$ cat src/rtl/heart_initiator.sv
// heart_initiator
// Command-driven initiator for a 32x32-bit register memory with a fixed read
// latency and a write-protect mode. Upstream logic issues 1..32 beat read or
// write bursts. The memory's read latency and its protect mode are handled
// here, so the requester does not have to deal with them.
//
// Ports
//   clk, reset        : rising-edge clock, synchronous active-high reset
//   cmd_*             : burst command (valid/ready), start address, beats-1
//   wr_valid/ready/data : write beat stream into the initiator
//   rd_valid/ready/data/last : read beat stream out of the initiator
//   busy              : high whenever a burst is in progress
//   mem_mode/we/addr/wdata : registered drive into the memory
//   mem_rdata         : memory data_out
module heart_initiator #(
    parameter int ADDR_W = 5,
    parameter int DATA_W = 32,
    parameter int RD_LAT = 2
) (
    input  logic              clk,
    input  logic              reset,
    input  logic              cmd_valid,
    output logic              cmd_ready,
    input  logic              cmd_write,
    input  logic [ADDR_W-1:0] cmd_addr,
    input  logic [ADDR_W-1:0] cmd_len_m1,
    input  logic              wr_valid,
    output logic              wr_ready,
    input  logic [DATA_W-1:0] wr_data,
    output logic              rd_valid,
    input  logic              rd_ready,
    output logic [DATA_W-1:0] rd_data,
    output logic              rd_last,
    output logic              busy,
    output logic              mem_mode,
    output logic              mem_we,
    output logic [ADDR_W-1:0] mem_addr,
    output logic [DATA_W-1:0] mem_wdata,
    input  logic [DATA_W-1:0] mem_rdata
);

    // Wide enough to hold the value RD_LAT.
    localparam int CNT_W = (RD_LAT < 1) ? 1 : $clog2(RD_LAT + 1);

    typedef enum logic [2:0] {
        IDLE      = 3'd0,
        WR_BEAT   = 3'd1,
        WR_COMMIT = 3'd2,
        RD_ISSUE  = 3'd3,
        RD_WAIT   = 3'd4,
        RD_RESP   = 3'd5
    } state_t;

    state_t              state_q, state_d;
    logic [ADDR_W-1:0]   addr_q, addr_d;
    logic [ADDR_W-1:0]   remaining_q, remaining_d;
    logic [CNT_W-1:0]    wait_cnt_q, wait_cnt_d;
    logic                cmd_ready_q, cmd_ready_d;
    logic                wr_ready_q, wr_ready_d;
    logic                rd_valid_q, rd_valid_d;
    logic                rd_last_q, rd_last_d;
    logic [DATA_W-1:0]   rd_data_q, rd_data_d;
    logic                busy_q, busy_d;
    logic                mem_mode_q, mem_mode_d;
    logic                mem_we_q, mem_we_d;
    logic [ADDR_W-1:0]   mem_addr_q, mem_addr_d;
    logic [DATA_W-1:0]   mem_wdata_q, mem_wdata_d;

    // State and output registers; reset aborts any burst in flight.
    always_ff @(posedge clk) begin
        if (reset) begin
            state_q     <= IDLE;
            addr_q      <= {ADDR_W{1'b0}};
            remaining_q <= {ADDR_W{1'b0}};
            wait_cnt_q  <= {CNT_W{1'b0}};
            cmd_ready_q <= 1'b1;
            wr_ready_q  <= 1'b0;
            rd_valid_q  <= 1'b0;
            rd_last_q   <= 1'b0;
            rd_data_q   <= {DATA_W{1'b0}};
            busy_q      <= 1'b0;
            mem_mode_q  <= 1'b1;
            mem_we_q    <= 1'b0;
            mem_addr_q  <= {ADDR_W{1'b0}};
            mem_wdata_q <= {DATA_W{1'b0}};
        end else begin
            state_q     <= state_d;
            addr_q      <= addr_d;
            remaining_q <= remaining_d;
            wait_cnt_q  <= wait_cnt_d;
            cmd_ready_q <= cmd_ready_d;
            wr_ready_q  <= wr_ready_d;
            rd_valid_q  <= rd_valid_d;
            rd_last_q   <= rd_last_d;
            rd_data_q   <= rd_data_d;
            busy_q      <= busy_d;
            mem_mode_q  <= mem_mode_d;
            mem_we_q    <= mem_we_d;
            mem_addr_q  <= mem_addr_d;
            mem_wdata_q <= mem_wdata_d;
        end
    end

    // Next-state and next-output logic for the burst sequencer.
    always_comb begin
        state_d     = state_q;
        addr_d      = addr_q;
        remaining_d = remaining_q;
        wait_cnt_d  = wait_cnt_q;
        rd_valid_d  = rd_valid_q;
        rd_last_d   = rd_last_q;
        rd_data_d   = rd_data_q;
        mem_mode_d  = mem_mode_q;
        mem_we_d    = mem_we_q;
        mem_addr_d  = mem_addr_q;
        mem_wdata_d = mem_wdata_q;

        case (state_q)
            IDLE: begin
                if (cmd_valid && cmd_ready_q) begin
                    addr_d      = cmd_addr;
                    remaining_d = cmd_len_m1;
                    state_d     = cmd_write ? WR_BEAT : RD_ISSUE;
                end else begin
                    state_d = IDLE;
                end
            end
            WR_BEAT: begin
                // Write-protect is lifted only for the single commit cycle,
                // and together with mem_we.
                if (wr_valid && wr_ready_q) begin
                    mem_addr_d  = addr_q;
                    mem_wdata_d = wr_data;
                    mem_we_d    = 1'b1;
                    mem_mode_d  = 1'b0;
                    state_d     = WR_COMMIT;
                end else begin
                    state_d = WR_BEAT;
                end
            end
            WR_COMMIT: begin
                mem_we_d   = 1'b0;
                mem_mode_d = 1'b1;
                if (remaining_q == {ADDR_W{1'b0}}) begin
                    state_d = IDLE;
                end else begin
                    remaining_d = remaining_q - ADDR_W'(1);
                    addr_d      = addr_q + ADDR_W'(1);
                    state_d     = WR_BEAT;
                end
            end
            RD_ISSUE: begin
                mem_addr_d = addr_q;
                mem_we_d   = 1'b0;
                mem_mode_d = 1'b1;
                wait_cnt_d = {CNT_W{1'b0}};
                state_d    = RD_WAIT;
            end
            RD_WAIT: begin
                // wait_cnt is 0 on the first cycle the address is visible;
                // the word is captured once RD_LAT further edges have passed.
                if (wait_cnt_q == CNT_W'(RD_LAT)) begin
                    rd_data_d  = mem_rdata;
                    rd_valid_d = 1'b1;
                    rd_last_d  = (remaining_q == {ADDR_W{1'b0}});
                    state_d    = RD_RESP;
                end else begin
                    wait_cnt_d = wait_cnt_q + CNT_W'(1);
                end
            end
            RD_RESP: begin
                if (rd_ready && rd_valid_q) begin
                    rd_valid_d = 1'b0;
                    rd_last_d  = 1'b0;
                    if (rd_last_q) begin
                        state_d = IDLE;
                    end else begin
                        remaining_d = remaining_q - ADDR_W'(1);
                        addr_d      = addr_q + ADDR_W'(1);
                        state_d     = RD_ISSUE;
                    end
                end else begin
                    state_d = RD_RESP;
                end
            end
            default: begin
                state_d    = IDLE;
                mem_we_d   = 1'b0;
                mem_mode_d = 1'b1;
                rd_valid_d = 1'b0;
            end
        endcase

        // Handshake/status outputs are registered from the upcoming state
        // so they line up with the state they describe.
        cmd_ready_d = (state_d == IDLE);
        wr_ready_d  = (state_d == WR_BEAT);
        busy_d      = (state_d != IDLE);
    end

    assign cmd_ready = cmd_ready_q;
    assign wr_ready  = wr_ready_q;
    assign rd_valid  = rd_valid_q;
    assign rd_last   = rd_last_q;
    assign rd_data   = rd_data_q;
    assign busy      = busy_q;
    assign mem_mode  = mem_mode_q;
    assign mem_we    = mem_we_q;
    assign mem_addr  = mem_addr_q;
    assign mem_wdata = mem_wdata_q;

endmodule

$ cat config.mk
export PLATFORM = sky130hd
export DESIGN_NAME = heart_initiator
export DESIGN_NICKNAME = d
export VERILOG_FILES = /design/src/rtl/heart_initiator.sv
export SDC_FILE = /design/constraint.sdc
export NUM_CORES = 1
export LEC_CHECK = 0
export BUFFER_PORTS_ARGS = -buffer_cell sky130_fd_sc_hd__buf_4
export CAP_MARGIN = 20
export CORE_UTILIZATION = 49
export CTS_BUF_LIST = sky130_fd_sc_hd__clkbuf_4 sky130_fd_sc_hd__clkbuf_8
export DETAILED_ROUTE_END_ITERATION = 12
export PLACE_DENSITY = 0.82
export RECOVER_POWER = 100
export SYNTH_ARGS = -nofsm -noshare
export SYNTH_HDL_FRONTEND = slang
export SYNTH_SLANG_ARGS = --single-unit
$ cat constraint.sdc
create_clock -name clk -period 2.2 [get_ports clk]
set_clock_uncertainty 0.05 [all_clocks]
set_input_delay 0.55 -clock clk [delete_from_list [all_inputs] [get_ports clk]]
set_output_delay 0.55 -clock clk [all_outputs]
set_load 0.01 [all_outputs]
# Word-level counts from Yosys, hierarchy flattened

Index checks and enable logic that the tools add are counted.
Widths: inputs -> output; s select.

Flip-flop bits (word level): 91
Latch bits: 0
Memory bits (writable): 0
ROM bits: 0
Word-level logic and storage cells: 85
Memories: 0

Add/subtract/negate cells: 3
$mul: 0
Divide/modulo/power cells: 0
$lt $le $gt $ge: 0
Equal/unequal tests: 14
Shift-type cells: 0
Muxes and demuxes: 31
Bitwise operators: 2
Reduce and logical (&&, ||, !) cells: 21

Operators by type and width:

| operator            | number |
|---|---|
| $mux 5              | 9 |
| $pmux 5 s3          | 2 |
| $pmux 3 s6          | 1 |
| $ne 2x2->1 const B  | 7 |
| $mux 2              | 5 |
| $pmux 5 s2          | 1 |
| $reduce_and 2->1    | 5 |
| $eq 3x1->1 const B  | 2 |
| $eq 3x2->1 const B  | 2 |
| $eq 3x3->1 const B  | 2 |
| $logic_not 3->1     | 2 |
| $mux 1              | 6 |
| $mux 3              | 2 |
| $pmux 1 s2          | 3 |
| $reduce_and 3->1    | 2 |
| $reduce_bool 2->1   | 3 |
| $reduce_bool 3->1   | 2 |
| $add 5x1->5 const B | 1 |
| $logic_not 5->1     | 1 |
| $reduce_and 5->1    | 1 |
| $sub 5x1->5 const B | 1 |
| $pmux 2 s2          | 1 |
| $reduce_or 4->1     | 1 |
| $logic_and 1x1->1   | 3 |
| other kinds (5)     | 6 |

# Longest topological paths before layout

Depth in word-level cells: 4
Gate-level depth with buffers: 8
Depth with buffers taken out: 6

# Least setup slack after synthesis

Ideal clock, no wire load.

Kind: register -> register
Start: reg remaining_q[0]
End: reg addr_q[4]
Library setup time: 0.092 ns
Arrival: 1.806 ns
Data required time: 2.058 ns
Slack: 0.252 ns
Cell stages (with the launch flop): 9
Buffers on the path: 2
Period minus slack after synthesis: 1.948 ns
Cells stage by stage: dfxtp_1 inv_1 ha_1 nor4b_2 a2111o_1 buf_6 a21o_1 buf_6 o32ai_1

Word-level cells in the longest chain between the ends: 3

RTL lines:

| item                       | line | source |
|---|---|---|
| start, declared            | 56   | `logic [ADDR_W-1:0] remaining_q, remaining_d;` |
| start signal, assigned     | 74   | `remaining_q <= {ADDR_W{1'b0}};` |
| start signal, assigned     | 89   | `remaining_q <= remaining_d;` |
| $logic_not 5->1            | 144  | `if (remaining_q == {ADDR_W{1'b0}}) begin` |
| $ne 2x2->1 (no line)       | -    |  |
| $reduce_and 5->1 (no line) | -    |  |
| end signal, assigned       | 73   | `addr_q <= {ADDR_W{1'b0}};` |
| end signal, assigned       | 88   | `addr_q <= addr_d;` |
| end, declared              | 55   | `logic [ADDR_W-1:0] addr_q, addr_d;` |

No other way between the ends.
A chain may end at the register's enable or synchronous reset.

# Worst setup path after layout

Ends and elaborated chain as after synthesis.

==> metrics.csv <==
metric;value;unit
CTS clk-pin slew, worst paths;100;ps
WHS;387;ps
htree depth;3;
Via density;5.16;
dpl hpwl;6750;um
adder-cell share of the synthesized area;0.0101;
Gate Count Post-Synth;450;
Max Freq;0.477;GHz
placed cell area;4930;um2
synth cell count leaders;nand2_1, dfxtp_1, a21oi_1, clkbuf_1, nor2_1;
main combinational cell family by area after synthesis;simple AND/OR/NAND/NOR gates;
max-cap viol count;0;
Fillers;699;
fin crit period;2100;ps
Least-Margin Pin Slew;635;ps
XOR/XNOR Fraction of Synth Area;0;
placed cell count;683;
max-slew violations;0;
Setup Viol. Count Final;0;
global-route wire length before repair;14800;um
number of synthesized register bits;91;
most numerous cell in the Yosys netlist;nand2_1;
via count;3608;
final instance area;4870;um2
layout cells sized above 1;0.188;
mapped cell area;3700;um2
GRT overflow;0;
gr usage total;0.241;
number of gates resized after CTS;0;
WL/cell;13.5;um
Post-CTS Setup Bufs;0;
Final Hold Fails;0;
CP Class;reg -> reg;
crit-path cells;inv_1 > ha_1 > nor4b_2 > a2111o_1 > a21o_2 > o32ai_1;
antenna diode count;0;
Initial DRC Count;128;
clock sinks;91;
DRT antenna net count;0;
worst-skew pair later-pin latency;350;ps
Buf/Inv on CP;1;
Worst EP required;2410;ps
Worst Setup End Kind;flop;
Max clock buf depth;2;
top cells by area, synth;dfxtp_1, nand2_1, a21oi_1;
compound-gate portion of the synthesized area;0.185;
initial antenna violation count;0;
unrepaired setup endpoints after global routing;no;
# DRC;0;
Initial Util;0.508;
Top delay family on crit path;compound AO/OA/AOI/OAI gates;
Layout Cells excl Fill;699;
Max stage delay cell, worst path;a2111o_1;
core footprint;7290;um2
IO buf count;155;
Final nets;678;
die area;7910;um2
Die X;88.9;um
Synth top area share;0.492;
Syn Nets;533;
CTS root buffer;clkbuf_8;
vias in the first global route;3280;
Relative slew margins;0.577;
period utilisation layout;0.953;
outcome;completed;
Cell Rows;31;
Area Overhead vs Synth;31.5;%
post-synthesis sequential area ratio;0.492;
Chip Height;88.9;um
Total Wirelength;9410;um
EDFF count, synth;0;
cell taking the most area after synthesis;dfxtp_1;
CP arrival;2310;ps
CTS tree;built;
asr flop ratio synth;0;
Hold Path Class;in -> reg;
crit-path max FO;10;
Worst setup SP type;flop;
Synth cell types;49;
crit-path max cell delay;500;ps
mux cell area share after synthesis;0.0378;
Lkg Pwr;1.79;nW
VDD IR max;441;uV
PwrDens;753;nW/um2
most common flop cell mapped by yosys;dfxtp_1;
final setup TNS;0;ps
IO Count;156;
largest net degree at the start of global routing;45;
# hold bufs at CTS;0;
TritonRoute pass-1 iters;5;
Synth Warn #;0;
Num CTS Buffers;9;
simple-gate portion of the synthesized area;0.229;
mean post-synth cell area;8.23;um2
Routability Congestion;0.803;
[kinds of logic after synthesis]
logic type / Yosys count
simple gates: 192
buf+inv: 38
fa+ha+maj: 3
mux: 14
compound gates: 112
flops: 91
[final cells by class]
cell class	count	area [um2]	area share
Tap cell	99	124	0.0254
Clock buffer	11	151	0.0311
Timing Repair Buffer	166	948	0.195
Clock inverter	5	83.8	0.0172
Inverter	6	22.5	0.00463
Sequential cell	91	1820	0.374
Multi-Input combinational cell	321	1720	0.353
[stage by stage]
step                setup slack, ps  power, mW  utilization
floorplan                       252       2.20            -
global route                   2.38       3.84        0.668
detailed placement             42.6       2.43        0.676
global placement                116       2.41        0.676
finish                          103       3.67        0.668
CTS                            15.0       3.72        0.708
[path summary, 6_finish.rpt]
check,cells past startpoint,to,start,slack (ps)
max,6,addr_q[4],remaining_q[0],100
min,3,mem_wdata[14],wr_data[14],390
max reg2reg,6,addr_q[4],remaining_q[0],100
min reg2reg,2,mem_wdata[4],mem_wdata[4],410
[cell usage in the layout, fill, tap and decap left out, types with 3 or more instances in the layout]
cell type and n:
buf_4 86, o21ai_0 3, clkbuf_1 78, nor2b_1 3, a211oi_1 6, a221oi_1 5
nor3_1 3, o32ai_1 8, ha_1 3, nand2_1 134, nand2b_1 5, dfxtp_1 91
clkbuf_8 11, mux2i_1 14, nand3_1 4, nor2_1 16, or2b_1 7, a21oi_1 72
inv_1 6, and3_1 4
[flip-flops by register name, summed over array words and instances (netlist names)]
register,flops
busy,1
wr_ready,1
mem_mode,1
state_q,3
rd_valid,1
cmd_ready,1
mem_addr,5
mem_we,1
mem_wdata,32
addr_q,5
remaining_q,5
wait_cnt_q,2
rd_last,1
rd_data,32
[power breakdown]
group          internal, mW  switching [mW]
clock network         0.708           0.587
logic                 0.289           0.287
registers              1.72          0.0736
[routing by layer]
metal  share of wire  global-route usage
met3           0.068              0.0683
met2            0.50               0.415
met5               0                   0
met4           0.011              0.0981
met1            0.42               0.283
[worst reg2reg max path: cells and delay by family (launching register included)]
kind / cells / cell delay [ps]
buffers and inverters: 1 / 60
AOI/OAI and AO/OA: 3 / 1150
DFF: 1 / 350
and+or+nand+nor: 1 / 190
adders and majority gates: 1 / 220
Power figures use the tool's default switching activity.
